**src/rtl/delayed_capture_pkg.sv**
```systemverilog
// delayed_capture_pkg: shared FSM state type and default widths for delayed_capture_arb.
package delayed_capture_pkg;

    typedef enum logic [1:0] {IDLE, WAIT, CAPTURE} state_t;

    localparam int DEF_WIDTH = 8;
    localparam int DEF_DLY_W = 4;

endpackage

```
**src/rtl/rr_arb2.sv**
```systemverilog
// rr_arb2: two-way round-robin chooser producing a one-hot grant.
// last=1 means requester 1 won most recently, so requester 0 has priority.
module rr_arb2 (
    input  logic       req0,
    input  logic       req1,
    input  logic       last,
    output logic [1:0] gnt
);

    always_comb begin
        gnt[0] = req0 & (~req1 | last);
        gnt[1] = req1 & (~req0 | ~last);
    end

endmodule

```
**src/rtl/delayed_capture_arb.sv**
```systemverilog
// delayed_capture_arb: arbitrates two capture requests and writes the winner's data
// into a shared register after a per-request programmable delay.
module delayed_capture_arb
    import delayed_capture_pkg::*;
#(
    parameter int WIDTH = DEF_WIDTH,
    parameter int DLY_W = DEF_DLY_W
) (
    input  logic             clk,
    input  logic             rst_n,
    input  logic             req0,
    input  logic             req1,
    input  logic [WIDTH-1:0] d0,
    input  logic [WIDTH-1:0] d1,
    input  logic [DLY_W-1:0] dly0,
    input  logic [DLY_W-1:0] dly1,
    output logic             gnt0,
    output logic             gnt1,
    output logic [WIDTH-1:0] q,
    output logic             done,
    output logic             done_id,
    output logic             busy
);

    state_t           state_q, state_d;
    logic [DLY_W-1:0] cnt_q, cnt_d;
    logic [WIDTH-1:0] data_q, data_d;
    logic [WIDTH-1:0] q_q, q_d;
    logic             id_q, id_d;
    logic             last_q, last_d;
    logic             gnt0_q, gnt0_d;
    logic             gnt1_q, gnt1_d;
    logic             done_q, done_d;
    logic             done_id_q, done_id_d;
    logic [1:0]       win;

    rr_arb2 u_arb (
        .req0 (req0),
        .req1 (req1),
        .last (last_q),
        .gnt  (win)
    );

    always_comb begin
        state_d   = state_q;
        cnt_d     = cnt_q;
        data_d    = data_q;
        q_d       = q_q;
        id_d      = id_q;
        last_d    = last_q;
        gnt0_d    = 1'b0;
        gnt1_d    = 1'b0;
        done_d    = 1'b0;
        done_id_d = 1'b0;
        case (state_q)
            // CAPTURE returns to IDLE but may accept on that same edge,
            // giving back-to-back operations dly+2 edges apart.
            IDLE, CAPTURE: begin
                state_d = IDLE;
                if (win != 2'b00) begin
                    state_d = WAIT;
                    data_d  = win[1] ? d1 : d0;
                    cnt_d   = win[1] ? dly1 : dly0;
                    id_d    = win[1];
                    last_d  = win[1];
                    gnt0_d  = win[0];
                    gnt1_d  = win[1];
                end
            end
            WAIT: begin
                if (cnt_q != '0) begin
                    cnt_d = cnt_q - 1'b1;
                end else begin
                    state_d   = CAPTURE;
                    q_d       = data_q;
                    done_d    = 1'b1;
                    done_id_d = id_q;
                end
            end
            default: state_d = IDLE;
        endcase
    end

    always_ff @(posedge clk or negedge rst_n) begin
        if (!rst_n) begin
            state_q   <= IDLE;
            cnt_q     <= '0;
            data_q    <= '0;
            q_q       <= '0;
            id_q      <= 1'b0;
            last_q    <= 1'b1;
            gnt0_q    <= 1'b0;
            gnt1_q    <= 1'b0;
            done_q    <= 1'b0;
            done_id_q <= 1'b0;
        end else begin
            state_q   <= state_d;
            cnt_q     <= cnt_d;
            data_q    <= data_d;
            q_q       <= q_d;
            id_q      <= id_d;
            last_q    <= last_d;
            gnt0_q    <= gnt0_d;
            gnt1_q    <= gnt1_d;
            done_q    <= done_d;
            done_id_q <= done_id_d;
        end
    end

    assign gnt0    = gnt0_q;
    assign gnt1    = gnt1_q;
    assign q       = q_q;
    assign done    = done_q;
    assign done_id = done_id_q;
    assign busy    = (state_q != IDLE);

endmodule
```
**config.mk**
```make
export PLATFORM = sky130hd
export DESIGN_NAME = delayed_capture_arb
export DESIGN_NICKNAME = d
export VERILOG_FILES = /design/src/rtl/delayed_capture_pkg.sv /design/src/rtl/rr_arb2.sv /design/src/rtl/delayed_capture_arb.sv
export SDC_FILE = /design/constraint.sdc
export NUM_CORES = 1
export LEC_CHECK = 0
export ABC_AREA = 1
export ABC_CLOCK_PERIOD_IN_PS = 1350
export CAP_MARGIN = 10
export CORE_ASPECT_RATIO = 0.7
export CORE_MARGIN = 2
export CORE_UTILIZATION = 46
export CTS_CLUSTER_SIZE = 24
export DETAILED_ROUTE_END_ITERATION = 6
export GPL_TIMING_DRIVEN = 0
export PLACE_DENSITY = 0.78
export SLEW_MARGIN = 20
export SYNTH_ARGS = -nofsm -noshare
export SYNTH_HDL_FRONTEND = slang
export SYNTH_SLANG_ARGS = --single-unit
```
**constraint.sdc**
```tcl
create_clock -name clk -period 1.35 [get_ports clk]
set_input_delay 0.27 -clock clk [delete_from_list [all_inputs] [get_ports clk]]
set_output_delay 0.27 -clock clk [all_outputs]
set_load 0.01 [all_outputs]
```
[Yosys cells after proc, flatten, opt, wreduce, memory -nomap -nowiden]
Cells that the tools add are included.
Storage, ports and cells
  bits in registers: 28
  input port bits: 28
Operators by class
  mux-type cells: 16
  reduce and logical (&&, ||, !) cells: 9
  equal/unequal tests: 5
  bitwise logic cells: 8
  $add $sub $neg: 1
Operators by type and width (number)
  $mux W4: 3
  $mux W1: 9
  $mux W8: 1
  $pmux W4 S2: 1
  $ne A2 B2 Y1 const B: 3
  $reduce_bool A2 Y1: 3
  $not A1 Y1: 4
  $pmux W2 S2: 1
  $reduce_and A2 Y1: 2
  $reduce_bool A4 Y1: 1
  $sub A4 B1 Y4 const B: 1
  $reduce_and A3 Y1: 1
  $and A1 B1 Y1: 2
  $eq A2 B1 Y1 const B: 1
  $eq A2 B2 Y1 const B: 1
  $logic_not A2 Y1: 1
  $mux W2: 1
  $or A1 B1 Y1: 2
  $reduce_or A2 Y1: 1

[Longest topological paths before layout]
Gate-level depths: netlist (run 1).
  depth after elaboration: 6
  mapped depth: 8
  depth with buffers taken out: 8

[Hierarchy]
Synthesis (run 1) repeated with hierarchy kept, for this count alone.
Unflattened totals
  cell total of the unflattened synthesis: 157
  area, all modules: 1307.5 um^2
By module, submodules not included
  delayed_capture_arb: instances 1, sequential area each 701.9 um^2, cells each 153, area an instance 1280.0 um^2
  rr_arb2: instances 1, sequential area each 0.0 um^2, cells each 4, area an instance 27.5 um^2

[Worst setup path after synthesis (run 1)]
OpenSTA, ideal clock, no wires.
  path kind: register to register
  from: reg last_q
  to: reg cnt_q[2]
  data arrival time: 1083 ps
  setup time: 117 ps
  path slack: 150 ps
  cell stages (with the launch flop): 9
  required time: 1233 ps
  cell sequence: dfstp_2 nand2_1 nand2_1 buf_4 nand2_1 nand3_1 nand2_1 nand2_1 nand2_1
Between the ends
  cells in the longest elaborated chain, start to end: 6
  elaborated cells on any way between the ends: 11
  those cells by class: eq/ne (1); mux (3); bitwise (5); reduce/logical (2)
Ends and longest elaborated chain
  from (decl): line delayed_capture_arb.sv:30  | logic last_q, last_d;
  from (signal assigned): line delayed_capture_arb.sv:102  | last_q <= last_d;
  $not A1 Y1: line rr_arb2.sv:12  | gnt[1] = req1 & (~req0 | ~last);
  $or A1 B1 Y1: line rr_arb2.sv:12
  $and A1 B1 Y1: line rr_arb2.sv:12
  $mux W4 or $reduce_bool A2 Y1 (tied branches): line delayed_capture_arb.sv:63, delayed_capture_arb.sv:60
  $mux W4 or $ne A2 B2 Y1 (tied branches)
  $pmux W4 S2 or $reduce_and A3 Y1 (tied branches)
  to (signal assigned): line delayed_capture_arb.sv:98  | cnt_q <= cnt_d;
  to (decl): line delayed_capture_arb.sv:26  | logic [DLY_W-1:0] cnt_q, cnt_d;
Parallel ways exist; a longest one is shown, timed or not. The select of a mux whose other input is x is not followed.
A chain may end at the register's enable or synchronous reset.

[Worst setup path after layout (run 1)]
  from: reg last_q
  to: reg data_q[5]
Between the ends
  cells in the longest elaborated chain, start to end: 5
  elaborated cells on any way between the ends: 8
  those cells by class: mux (1); bitwise (5); reduce/logical (2)
Ends and longest elaborated chain
  $not A1 Y1: line rr_arb2.sv:12
  $or A1 B1 Y1: line rr_arb2.sv:12
  $and A1 B1 Y1: line rr_arb2.sv:12
  $reduce_bool A2 Y1: line delayed_capture_arb.sv:60  | if (win != 2'b00) begin
  $reduce_and A2 Y1 (no line)
  to (signal assigned): line delayed_capture_arb.sv:99  | data_q <= data_d;
  to (decl): line delayed_capture_arb.sv:27  | logic [WIDTH-1:0] data_q, data_d;
Parallel ways exist; a longest one is shown, timed or not.

==> qor_table.md, run 1 <==
| Result | Reported |
|---|---|
| Run status | finished with violations |
| Violated checks | hold timing |
| Total congestion overflow | 0 |
| Cell at the root of the clock tree | clkbuf_8 |
| Number of synthesis warnings | 0 |
| Port buffer count | 40 |
| Filler cells | 225 |
| Post-synthesis to final-layout area growth | 41.4% |
| Static power due to leakage | 1.05 nW |
| Die Span X | 69.5 um |
| Peak VDD IR | 0.926 mV |
| Final critical delay including setup and external delays | 1.32 ns |
| Flops & latches, synth | 28 |
| Wire length per cell after detailed routing | 12.3 um |
| Worst r2r path cells | 6 |
| Maximum capacitance violations | 0 |
| H-tree lvl count | 1 |
| Synth Cell Area | 1380 um2 |
| Setup ws final | 0.0252 ns |
| Startpoint of the worst-slack reg-to-reg timing path | last_q$_DFFE_PN1P_ |
| Final sum of negative setup slack | 0 ns |
| Diode count | 0 |
| Mean number of vias per cell | 4.87 |
| Number of antenna violations at the first check in global routing | 0 |
| Clock sink count | 28 |
| Die boundary height | 49.9 um |
| Total Die Area | 3470 um2 |
| Drt first pass iters | 4 |
| Critical Path RT | 1.52 ns |
| Combinational share of power | 0.507 |
| Largest clock skew in the final design | 0.00612 ns |
| Net Sw Frac | 0.398 |
| Global-route wire length before repair | 4930 um |
| Synth Area in Adders | 0.0181 |
| Nature of the critical path endpoint | register |
| Number of flops mapped to enable cells by yosys | 0 |
| Worst-path maximum fanout | 10 |
| Setup slack at placement | -0.329 ns |
| Final hold violation count | 12 |
| Final cell utilization of the core | 0.692 |
| Number of placed cells counting well taps | 244 |
| Number of buffers on the longest clock path | 2 |
| Number of different library cells in the post-synthesis netlist | 19 |
| Slack of the worst reg-to-reg path | 0.03 ns |
| Syn Area/Cell | 8.23 um2 |
| Setup CP Type | reg2reg |
| Count of nets after finishing | 247 |
| Layout cell share with drive strength beyond 1 | 0.171 |
| Initial core utilization | 0.490 |
| Total CTS buffers | 3 |
| Transition time at the pin with the least slew margin | 0.618 ns |
| Hold_ws | -0.00270 ns |
| Achievable frequency | 755 MHz |
| Total DRC errors in the routed layout | 0 |
| Clock-pin slew on the worst setup and hold paths | 0.10 ns |
| Vias after detailed routing | 1,228 |
| Placeable core area | 2820 um2 |
| Multiplexer share of the synthesized area | 0 |
| Number of setup violations in the final report | 0 |
| Simple-gate area share of the yosys netlist | 0.287 |
| Final RePlAce weighted congestion | 0.787 |
| Register area share after synthesis | 0.508 |
| P_sw | 0.00167 W |
| Arrival @ worst endpoint | 1.50 ns |
| Internal power | 0.00252 W |
| Number of standard cells in the final layout excluding fillers | 252 |
| Category of the worst setup path launch point | register |
| Number of DRC violations after detailed-routing iteration 0 | 66 |
| Clock tree from TritonCTS | built |
| Vias in the first global route | 1,140 |
| Cells after synthesis | 168 |
| Most common flop cell mapped by yosys | dfrtp_1 |
| Antenna Nets Post-Route | 0 |
| Insertion delay to the later sink of the worst-skew pair | 0.28 ns |
| XOR/XNOR share of the synthesized area | 0.00633 |
| Max-Slew Margin vs Limit | 0.588 |
| Cell row count | 16 |
| Pwr per Cell Area | 2140 nW/um2 |
| Unrepaired setup endpoints after global routing | true |
| Power share of the clock group | 0.157 |
| Final Slew Violations | 0 |
| Final wirelength | 3110 um |
| Largest net degree at the start of global routing | 29 |
| Final worst path period share | 0.981 |
| DP Wirelength | 2340 um |
| Reg2reg end | data_q[5]$_DFFE_PN0P_ |
| Area fraction in compound gates after synthesis | 0.0842 |
| Aggregate global-route resource usage | 0.184 |
| Class of the tightest hold or removal check | in2async |
| Main combinational cell family by area after synthesis | simple AND/OR/NAND/NOR gates |
| I/O pin count | 41 |
| Net count after synthesis | 198 |
| Share of power burned in registers | 0.336 |
| Proportion of synthesized flip-flops having asynchronous set or reset | 1.00 |
[cell type report]
class,count,area [um2],share of cell area
Inverter,25,93.8,0.0480
Clock inverter,1,30.0,0.0154
Multi-Input combinational cell,110,577,0.295
Sequential cell,28,702,0.359
Tap cell,36,45.0,0.0230
Buffer,5,57.6,0.0294
Clock buffer,3,41.3,0.0211
Timing Repair Buffer,44,408,0.209
[kinds of logic after synthesis]
| logic type | after synthesis |
|---|---|
| buf+inv | 30 |
| simple gates | 89 |
| flops | 28 |
| compound gates | 18 |
| xor+xnor | 1 |
| fa+ha+maj | 2 |
[registers in the layout, indices dropped and copies added, names as in the netlist, 2 cells and up]
| name | flops |
|---|---|
| state_q | 2 |
| data_q | 8 |
| cnt_q | 4 |
| q | 8 |
[cells in the mapped netlist (3+ instances only)]
master	instances	share of area
dfrtp_1	27	0.49
o21ai_2	7	0.044
inv_1	23	0.062
nand2_1	60	0.16
nand2_2	3	0.014
o21ai_0	3	0.011
nor2_1	3	0.0081
o21ai_1	8	0.029
nand3_1	17	0.062
nand3_2	3	0.022
[routing by layer]
layer  global-route usage  part of all wire
met5                    0                 0
met1                0.218              0.44
met4               0.0654             0.013
met2                0.324              0.50
met3               0.0511             0.050
[cells in the final DEF, fill, tap and decap left out, types with 2 or more instances in the layout]
cell type / synthesis / layout
dfrtp_1: 27 / 27
clkbuf_8: 0 / 3
nand2_1: 60 / 58
o21ai_1: 8 / 8
clkbuf_4: 0 / 2
o21ai_0: 3 / 3
o21ai_2: 7 / 6
buf_6: 2 / 2
inv_2: 2 / 4
clkdlybuf4s50_1: 0 / 25
nand3b_1: 2 / 2
nand3_1: 17 / 17
inv_1: 23 / 21
nand3_2: 3 / 3
dlygate4sd2_1: 0 / 12
nor2_1: 3 / 3
nand2_2: 3 / 4
buf_4: 1 / 4
[timing repair]
action                                  CTS  global route
hold buffers                              0             0
endpoints found under the setup margin   26            22
endpoints found under the hold margin     0             0
cloned                                    0             0
pin swaps                                 0             1
gates resized for setup                  16            13
buffers inserted                          1             3
[worst max path at each step]
stage	startpoint	endpoint	slack, ns	depth (start not counted)
2_1_floorplan	last_q$_DFFE_PN1P_	cnt_q[2]$_DFFE_PN0P_	0.15	8
3_3_place_gp	rst_n	data_q[5]$_DFFE_PN0P_	-0.33	1
3_5_place_dp	req0	cnt_q[2]$_DFFE_PN0P_	-0.33	9
4_1_cts	cnt_q[0]$_DFFE_PN0P_	q[5]$_DFFE_PN0P_	0.002	7
5_1_grt	last_q$_DFFE_PN1P_	data_q[6]$_DFFE_PN0P_	-0.04	6
6_report	last_q$_DFFE_PN1P_	data_q[5]$_DFFE_PN0P_	0.03	6
[through the flow]
| step | total power (W) | instance area, um2 |
|---|---|---|
| floorplan | 0.00273 | 1380 |
| global placement | 0.00336 | 1830 |
| global route | 0.00452 | 1950 |
| CTS | 0.00405 | 1890 |
| detailed placement | 0.00346 | 1820 |
| finish | 0.00419 | 1950 |
[power by group through the flow]
stage | Sequential, W | Clock, W | Combinational (W)
2_1_floorplan | 0.00147 | 0 | 0.00125
5_1_grt | 0.00145 | 0.000708 | 0.00236
3_5_place_dp | 0.00143 | 0 | 0.00203
4_1_cts | 0.00140 | 0.000670 | 0.00198
6_report | 0.00141 | 0.000656 | 0.00212
3_3_place_gp | 0.00141 | 0 | 0.00195
[worst max-delay path, cell delays in order, from the launching register on]
cell     delay [ns]
dfstp_2        0.55
nand2_2        0.11
nand3_2        0.14
nand2_2        0.13
buf_6          0.16
nand2_1        0.07
o21ai_1        0.06
Power figures use the tool's default switching activity.
==> run 2: changes to the inputs <==
- CTS_CLUSTER_DIAMETER: not set -> 200
- GPL_TIMING_DRIVEN: 0 -> not set
==> qor_table.md, run 2 (synthesis gave the netlist of run 1 again) <==
| Result | Reported | Delta |
|---|---|---|
| Share of power burned in registers | 0.344 | was 0.336 |
| Total congestion overflow | 0 | unchanged |
| Clock-pin slew on the worst setup and hold paths | 0.10 ns | about the same |
| Drt first pass iters | 6 | was 4 |
| Die boundary height | 49.9 um | unchanged |
| Pwr per Cell Area | 2100 nW/um2 | was 2140 nW/um2 |
| Total Die Area | 3470 um2 | unchanged |
| Static power due to leakage | 1.06 nW | was 1.05 nW |
| Wire length per cell after detailed routing | 12.2 um | was 12.3 um |
| Final critical delay including setup and external delays | 1.26 ns | was 1.32 ns |
| Final worst path period share | 0.935 | was 0.981 |
| Mean number of vias per cell | 4.87 | about the same |
| Placeable core area | 2820 um2 | unchanged |
| Net Sw Frac | 0.397 | was 0.398 |
| Diode count | 0 | unchanged |
| Arrival @ worst endpoint | 1.48 ns | was 1.50 ns |
| Clock tree from TritonCTS | built | unchanged |
| Final Slew Violations | 0 | unchanged |
| Filler cells | 226 | was 225 |
| Placed inst area | 1870 um2 | was 1820 um2 |
| Nature of the critical path endpoint | register | unchanged |
| Run status | finished, final reports clean | was finished with violations |
| Worst-path maximum fanout | 19 | was 10 |
| Total CTS buffers | 3 | unchanged |
| Most frequent standard cell in the layout excluding fill and tap cells | nand2_1 | unchanged |
| Max-Slew Margin vs Limit | 0.728 | was 0.588 |
| Clock sink count | 28 | unchanged |
| Cell at the root of the clock tree | clkbuf_8 | unchanged |
| Cell row count | 16 | unchanged |
| Power share of the clock group | 0.162 | was 0.157 |
| Critical Path RT | 1.56 ns | was 1.52 ns |
| Number of buffers on the longest clock path | 2 | unchanged |
| Number of buffers added to fix hold violations after cts | 0 | unchanged |
| Post-synthesis to final-layout area growth | 42.1% | was 41.4% |
| Maximum capacitance violations | 0 | unchanged |
| Final cell utilization of the core | 0.696 | was 0.692 |
| Number of setup violations in the final report | 0 | unchanged |
| Highest-count cells in the layout ignoring fill and taps | 58 x nand2_1, 27 x dfrtp_1, 27 x clkdlybuf4s50_1 | was 58 x nand2_1, 27 x dfrtp_1, 25 x clkdlybuf4s50_1 |
| Class of the tightest hold or removal check | in2async | unchanged |
| Port buffer count | 40 | unchanged |
| P_sw | 0.00163 W | was 0.00167 W |
| Hold_ws | 0.274 ns | was -0.00270 ns |
| Combinational share of power | 0.495 | was 0.507 |
| Final hold violation count | 0 | was 12 |
| Insertion delay to the later sink of the worst-skew pair | 0.28 ns | about the same |
| Die Span X | 69.5 um | unchanged |
| Vias in the first global route | 1,183 | was 1,140 |
| Antenna Nets Post-Route | 0 | unchanged |
| Aggregate global-route resource usage | 0.194 | was 0.184 |
| Final RePlAce weighted congestion | 0.786 | was 0.787 |
| Peak VDD IR | 0.887 mV | was 0.926 mV |
| Layout Cell Area excl Fill | 1960 um2 | was 1950 um2 |
| Largest net degree at the start of global routing | 20 | was 29 |
| Final wirelength | 3130 um | was 3110 um |
| Transition time at the pin with the least slew margin | 0.407 ns | was 0.618 ns |
| Category of the worst setup path launch point | register | unchanged |
| DP Wirelength | 2430 um | was 2340 um |
| Number of DRC violations after detailed-routing iteration 0 | 77 | was 66 |
| H-tree lvl count | 1 | unchanged |
| Achievable frequency | 792 MHz | was 755 MHz |
| Number of antenna violations at the first check in global routing | 0 | unchanged |
| Total DRC errors in the routed layout | 0 | unchanged |
| I/O pin count | 41 | unchanged |
| Largest clock skew in the final design | 0.00496 ns | was 0.00612 ns |
| Initial core utilization | 0.490 | unchanged |
| Vias after detailed routing | 1,247 | was 1,228 |
| Global-route wire length before repair | 5110 um | was 4930 um |
| Total design power | 0.00412 W | was 0.00419 W |
| Internal power | 0.00248 W | was 0.00252 W |
| Setup CP Type | reg2reg | unchanged |
| Count of nets after finishing | 251 | was 247 |
| Layout cell share with drive strength beyond 1 | 0.168 | was 0.171 |
| Unrepaired setup endpoints after global routing | true | unchanged |
run 2: cell count changes in the layout (fill, tap and decap cells not counted), sizes merged:
cell,before,now
buf,8,13
clkbuf,6,4
clkdlybuf4s50,25,27
dlymetal6s2s,1,0
run 2: timing repair:
action                     CTS  global route
buffers inserted             0             2
setup endpoints to repair   21             6
gates resized for setup     15             4
pin swaps                    0             1
run 2: cell type report:
class,instances,area (um2),share of cell area
sequential,28,702,0.357
inverter,25,93.8,0.0478
clock inverter,1,30.0,0.0153
multi-input combinational,110,562,0.286
timing repair buffer,53,490,0.250
tap,36,45.0,0.0229
clock buffer,3,41.3,0.0210
run 2: worst paths after layout:
path	end	depth (start not counted)	slack [ns]	from
max	q[4]$_DFFE_PN0P_	7	0.09	cnt_q[0]$_DFFE_PN0P_
min	data_q[0]$_DFFE_PN0P_	1	0.27	rst_n
max reg2reg	q[4]$_DFFE_PN0P_	7	0.09	cnt_q[0]$_DFFE_PN0P_
min reg2reg	q[7]$_DFFE_PN0P_	2	0.49	q[7]$_DFFE_PN0P_
max in group asynchronous	gnt1$_DFF_PN0_	2	0.60	rst_n
min in group clk	q[7]$_DFFE_PN0P_	2	0.49	q[7]$_DFFE_PN0P_
run 2: per-layer routing:
layer,GRT usage,part of all wire,vias up
met4,0.0915,0.023,0
met1,0.224,0.43,574
li1,-,-,623
met2,0.329,0.50,42
met3,0.0634,0.053,8
met5,0,0,-
run 2: metrics by stage:
| step | setup slack, ns | cells | setup TNS (ns) |
|---|---|---|---|
| after global routing | -0.0187 | 256 | -0.0380 |
| after floorplan | 0.150 | 168 | 0 |
| after CTS | 0.0150 | 254 | 0 |
| after detailed placement | -0.141 | 250 | -1.62 |
| after global placement | -0.121 | 250 | -1.37 |
| final | 0.0873 | 256 | 0 |
run 2: worst max-delay path: stages (launching register included):
cell	delay (ns)
dfrtp_1	0.37
inv_1	0.06
ha_1	0.20
nand2_1	0.08
nand2_2	0.08
nand2_4	0.21
nand2_1	0.12
o21ai_2	0.07
run 2: power by group through the flow:
stage | clock network, W | registers, W | logic [W]
after floorplan | 0 | 0.00147 | 0.00125
after global placement | 0 | 0.00142 | 0.00195
after detailed placement | 0 | 0.00144 | 0.00202
after CTS | 0.000673 | 0.00141 | 0.00194
after global routing | 0.000708 | 0.00146 | 0.00228
final | 0.000665 | 0.00141 | 0.00204
==> run 3: changes to the inputs <==
- CORE_UTILIZATION: 46 -> 45
- SYNTH_HIERARCHICAL: not set -> 1
==> qor_table.md, run 3 <==
| Result | Reported | Delta |
|---|---|---|
| Number of DRC violations after detailed-routing iteration 0 | 47 | was 77 |
| Total design power | 0.00436 W | was 0.00412 W |
| Final RePlAce weighted congestion | 0.850 | was 0.786 |
| Cells after synthesis | 157 | was 168 |
| Global-route wire length before repair | 5380 um | was 5110 um |
| Most frequent standard cell in the layout excluding fill and tap cells | nand2_1 | unchanged |
| Number of setup violations in the final report | 12 | was 0 |
| Cell row count | 16 | unchanged |
| Placeable core area | 2780 um2 | was 2820 um2 |
| Drt first pass iters | 4 | was 6 |
| Vias after detailed routing | 1,195 | was 1,247 |
| Antenna Nets Post-Route | 0 | unchanged |
| Worst r2r path cells | 7 | unchanged |
| Run status | finished with violations | was finished, final reports clean |
| I/O pin count | 41 | unchanged |
| Net count after synthesis | 187 | was 198 |
| Number of placed cells counting well taps | 244 | was 250 |
| Number of antenna violations at the first check in global routing | 0 | unchanged |
| Cell type contributing the most total cell area after synthesis | dfrtp_1 | unchanged |
| Most numerous cell types in the synthesized netlist | 60 x nand2_1, 27 x dfrtp_1, 17 x nor2_1, 13 x inv_1, 8 x a31oi_1 | was 60 x nand2_1, 27 x dfrtp_1, 23 x inv_1, 17 x nand3_1, 8 x o21ai_1 |
| Clock tree from TritonCTS | built | unchanged |
| Class of the tightest hold or removal check | in2async | unchanged |
| Flops & latches, synth | 28 | unchanged |
| Number of buffers on the longest clock path | 2 | unchanged |
| Largest net degree at the start of global routing | 17 | was 20 |
| Die Span X | 68.4 um | was 69.5 um |
| DP Wirelength | 2410 um | was 2430 um |
| Aggregate global-route resource usage | 0.218 | was 0.194 |
| Final critical delay including setup and external delays | 1.44 ns | was 1.26 ns |
| Clock sink count | 28 | unchanged |
| Number of standard cells in the final layout excluding fillers | 253 | was 256 |
| Vias in the first global route | 1,247 | was 1,183 |
| Synth Cell Area | 1310 um2 | was 1380 um2 |
| Peak VDD IR | 0.979 mV | was 0.887 mV |
| Syn Area/Cell | 8.33 um2 | was 8.23 um2 |
| Setup CP Type | reg2reg | unchanged |
| Nature of the critical path endpoint | register | unchanged |
| Register area share after synthesis | 0.537 | was 0.508 |
| Total Die Area | 3360 um2 | was 3470 um2 |
| Mean number of vias per cell | 4.72 | was 4.87 |
| Post-synthesis to final-layout area growth | 53.5% | was 42.1% |
| Cell at the root of the clock tree | clkbuf_8 | unchanged |
| Die boundary height | 49.1 um | was 49.9 um |
| Count of nets after finishing | 248 | was 251 |
| Insertion delay to the later sink of the worst-skew pair | 0.27 ns | was 0.28 ns |
| Dominant cell by count in the synthesized netlist | nand2_1 | unchanged |
| Max-Slew Margin vs Limit | 0.861 | was 0.728 |
| Static power due to leakage | 1.03 nW | was 1.06 nW |
| Most common flop cell mapped by yosys | dfrtp_1 | unchanged |
| Final wirelength | 3210 um | was 3130 um |
| Final hold violation count | 0 | unchanged |
| Total congestion overflow | 0 | unchanged |
| Final Slew Violations | 0 | unchanged |
| Achievable frequency | 695 MHz | was 792 MHz |
| Arrival @ worst endpoint | 1.63 ns | was 1.48 ns |
| Category of the worst setup path launch point | register | unchanged |
| Wire length per cell after detailed routing | 12.7 um | was 12.2 um |
| Transition time at the pin with the least slew margin | 0.209 ns | was 0.407 ns |
| Unrepaired setup endpoints after global routing | true | unchanged |
| Violated checks | setup timing |  |
| Number of synthesis warnings | 6 | was 0 |
| Total CTS buffers | 3 | unchanged |
| Slack of the worst reg-to-reg path | -0.09 ns | was 0.09 ns |
| Pwr per Cell Area | 2170 nW/um2 | was 2100 nW/um2 |
| Fraction of synthesized cell area taken by the top area cell type | 0.517 | was 0.489 |
| Critical Path RT | 1.54 ns | was 1.56 ns |
| Maximum capacitance violations | 0 | unchanged |
| Proportion of synthesized flip-flops having asynchronous set or reset | 1.00 | unchanged |
| Layout cell share with drive strength beyond 1 | 0.235 | was 0.168 |
| Worst-path maximum fanout | 16 | was 19 |
| Diode count | 0 | unchanged |
| Setup ws final | -0.0898 ns | was 0.0873 ns |
| Number of buffers added to fix hold violations after cts | 0 | unchanged |
| Total DRC errors in the routed layout | 0 | unchanged |
| Number of different library cells in the post-synthesis netlist | 22 | was 19 |
| Final worst path period share | 1.07 | was 0.935 |
| Leading post-synthesis cells by cell area | dfrtp_1 52%, nand2_1 17%, nor2_1 4.9% | was dfrtp_1 49%, nand2_1 16%, inv_1 6.2% |
| H-tree lvl count | 1 | unchanged |
| Highest-count cells in the layout ignoring fill and taps | 60 x nand2_1, 27 x dfrtp_1, 25 x clkdlybuf4s50_1 | was 58 x nand2_1, 27 x dfrtp_1, 27 x clkdlybuf4s50_1 |
| Initial core utilization | 0.470 | was 0.490 |
| Port buffer count | 40 | unchanged |
| Clock-pin slew on the worst setup and hold paths | 0.09 ns | was 0.10 ns |
| Number of flops mapped to enable cells by yosys | 0 | unchanged |
| Largest clock skew in the final design | 0.00271 ns | was 0.00496 ns |
-- run 3: cell type report --
cell class | count | area (um2)
Clock buffer | 4 | 55.1
Fill cell | 209 | 776
Inverter | 17 | 68.8
Multi-Input combinational cell | 108 | 584
Sequential cell | 28 | 702
Tap cell | 36 | 45.0
Timing Repair Buffer | 60 | 552
-- run 3: metal layers --
metal | up-vias | wire length (um) | GRT usage
met5 | - | 0 | 0
li1 | 608 | - | -
met3 | 7 | 154 | 0.0531
met2 | 30 | 1660 | 0.391
met4 | 0 | 40 | 0.0467
met1 | 550 | 1360 | 0.260
-- run 3: power breakdown --
| group | switching [W] | internal (W) |
|---|---|---|
| Clock | 0.000244 | 0.000261 |
| Sequential | 0.000227 | 0.00126 |
| Combinational | 0.00133 | 0.00103 |
-- run 3: worst paths after layout --
path	startpoint	end
max	last_q$_DFFE_PN1P_	data_q[1]$_DFFE_PN0P_
min	rst_n	gnt1$_DFF_PN0_
max reg2reg	last_q$_DFFE_PN1P_	data_q[1]$_DFFE_PN0P_
min reg2reg	q[1]$_DFFE_PN0P_	q[1]$_DFFE_PN0P_
max in group asynchronous	rst_n	last_q$_DFFE_PN1P_
min in group clk	q[1]$_DFFE_PN0P_	q[1]$_DFFE_PN0P_
-- run 3: worst max-delay path: stages, from the launching register on --
cell and delay, ns:
dfstp_2 0.56, inv_2 0.04, a21oi_2 0.15, inv_2 0.08, a21oi_4 0.17, buf_12 0.15, nor2_2 0.03, a31oi_1 0.16
-- run 3: stage by stage --
step / util / area (um2) / setup TNS, ns / worst slack (ns) / hold WS, ns
6_report: 0.721 / 2010 / -0.737 / -0.0898 / 0.322
5_1_grt: 0.721 / 2010 / -1.56 / -0.151 / 0.330
4_1_cts: 0.698 / 1940 / -0.657 / -0.102 / 0.325
3_5_place_dp: 0.665 / 1850 / -4.23 / -0.374 / 0.462
3_3_place_gp: 0.665 / 1850 / -3.22 / -0.296 / 0.457
2_1_floorplan: - / 1310 / 0 / 0.000755 / -0.0256
-- run 3: cells by family after synthesis --
logic type | after synthesis | share of synthesized area
and+or+nand+nor | 89 | 0.283
DFF | 28 | 0.537
adders and majority gates | 2 | 0.0191
AOI/OAI and AO/OA | 17 | 0.0909
buffers and inverters | 21 | 0.0699
-- run 3: timing repair --
action | 4_1_cts | 5_1_grt
gates cloned | 0 | 0
pin swaps | 6 | 9
resized for setup | 25 | 18
buffers inserted | 2 | 3
setup endpoints to repair | 25 | 23
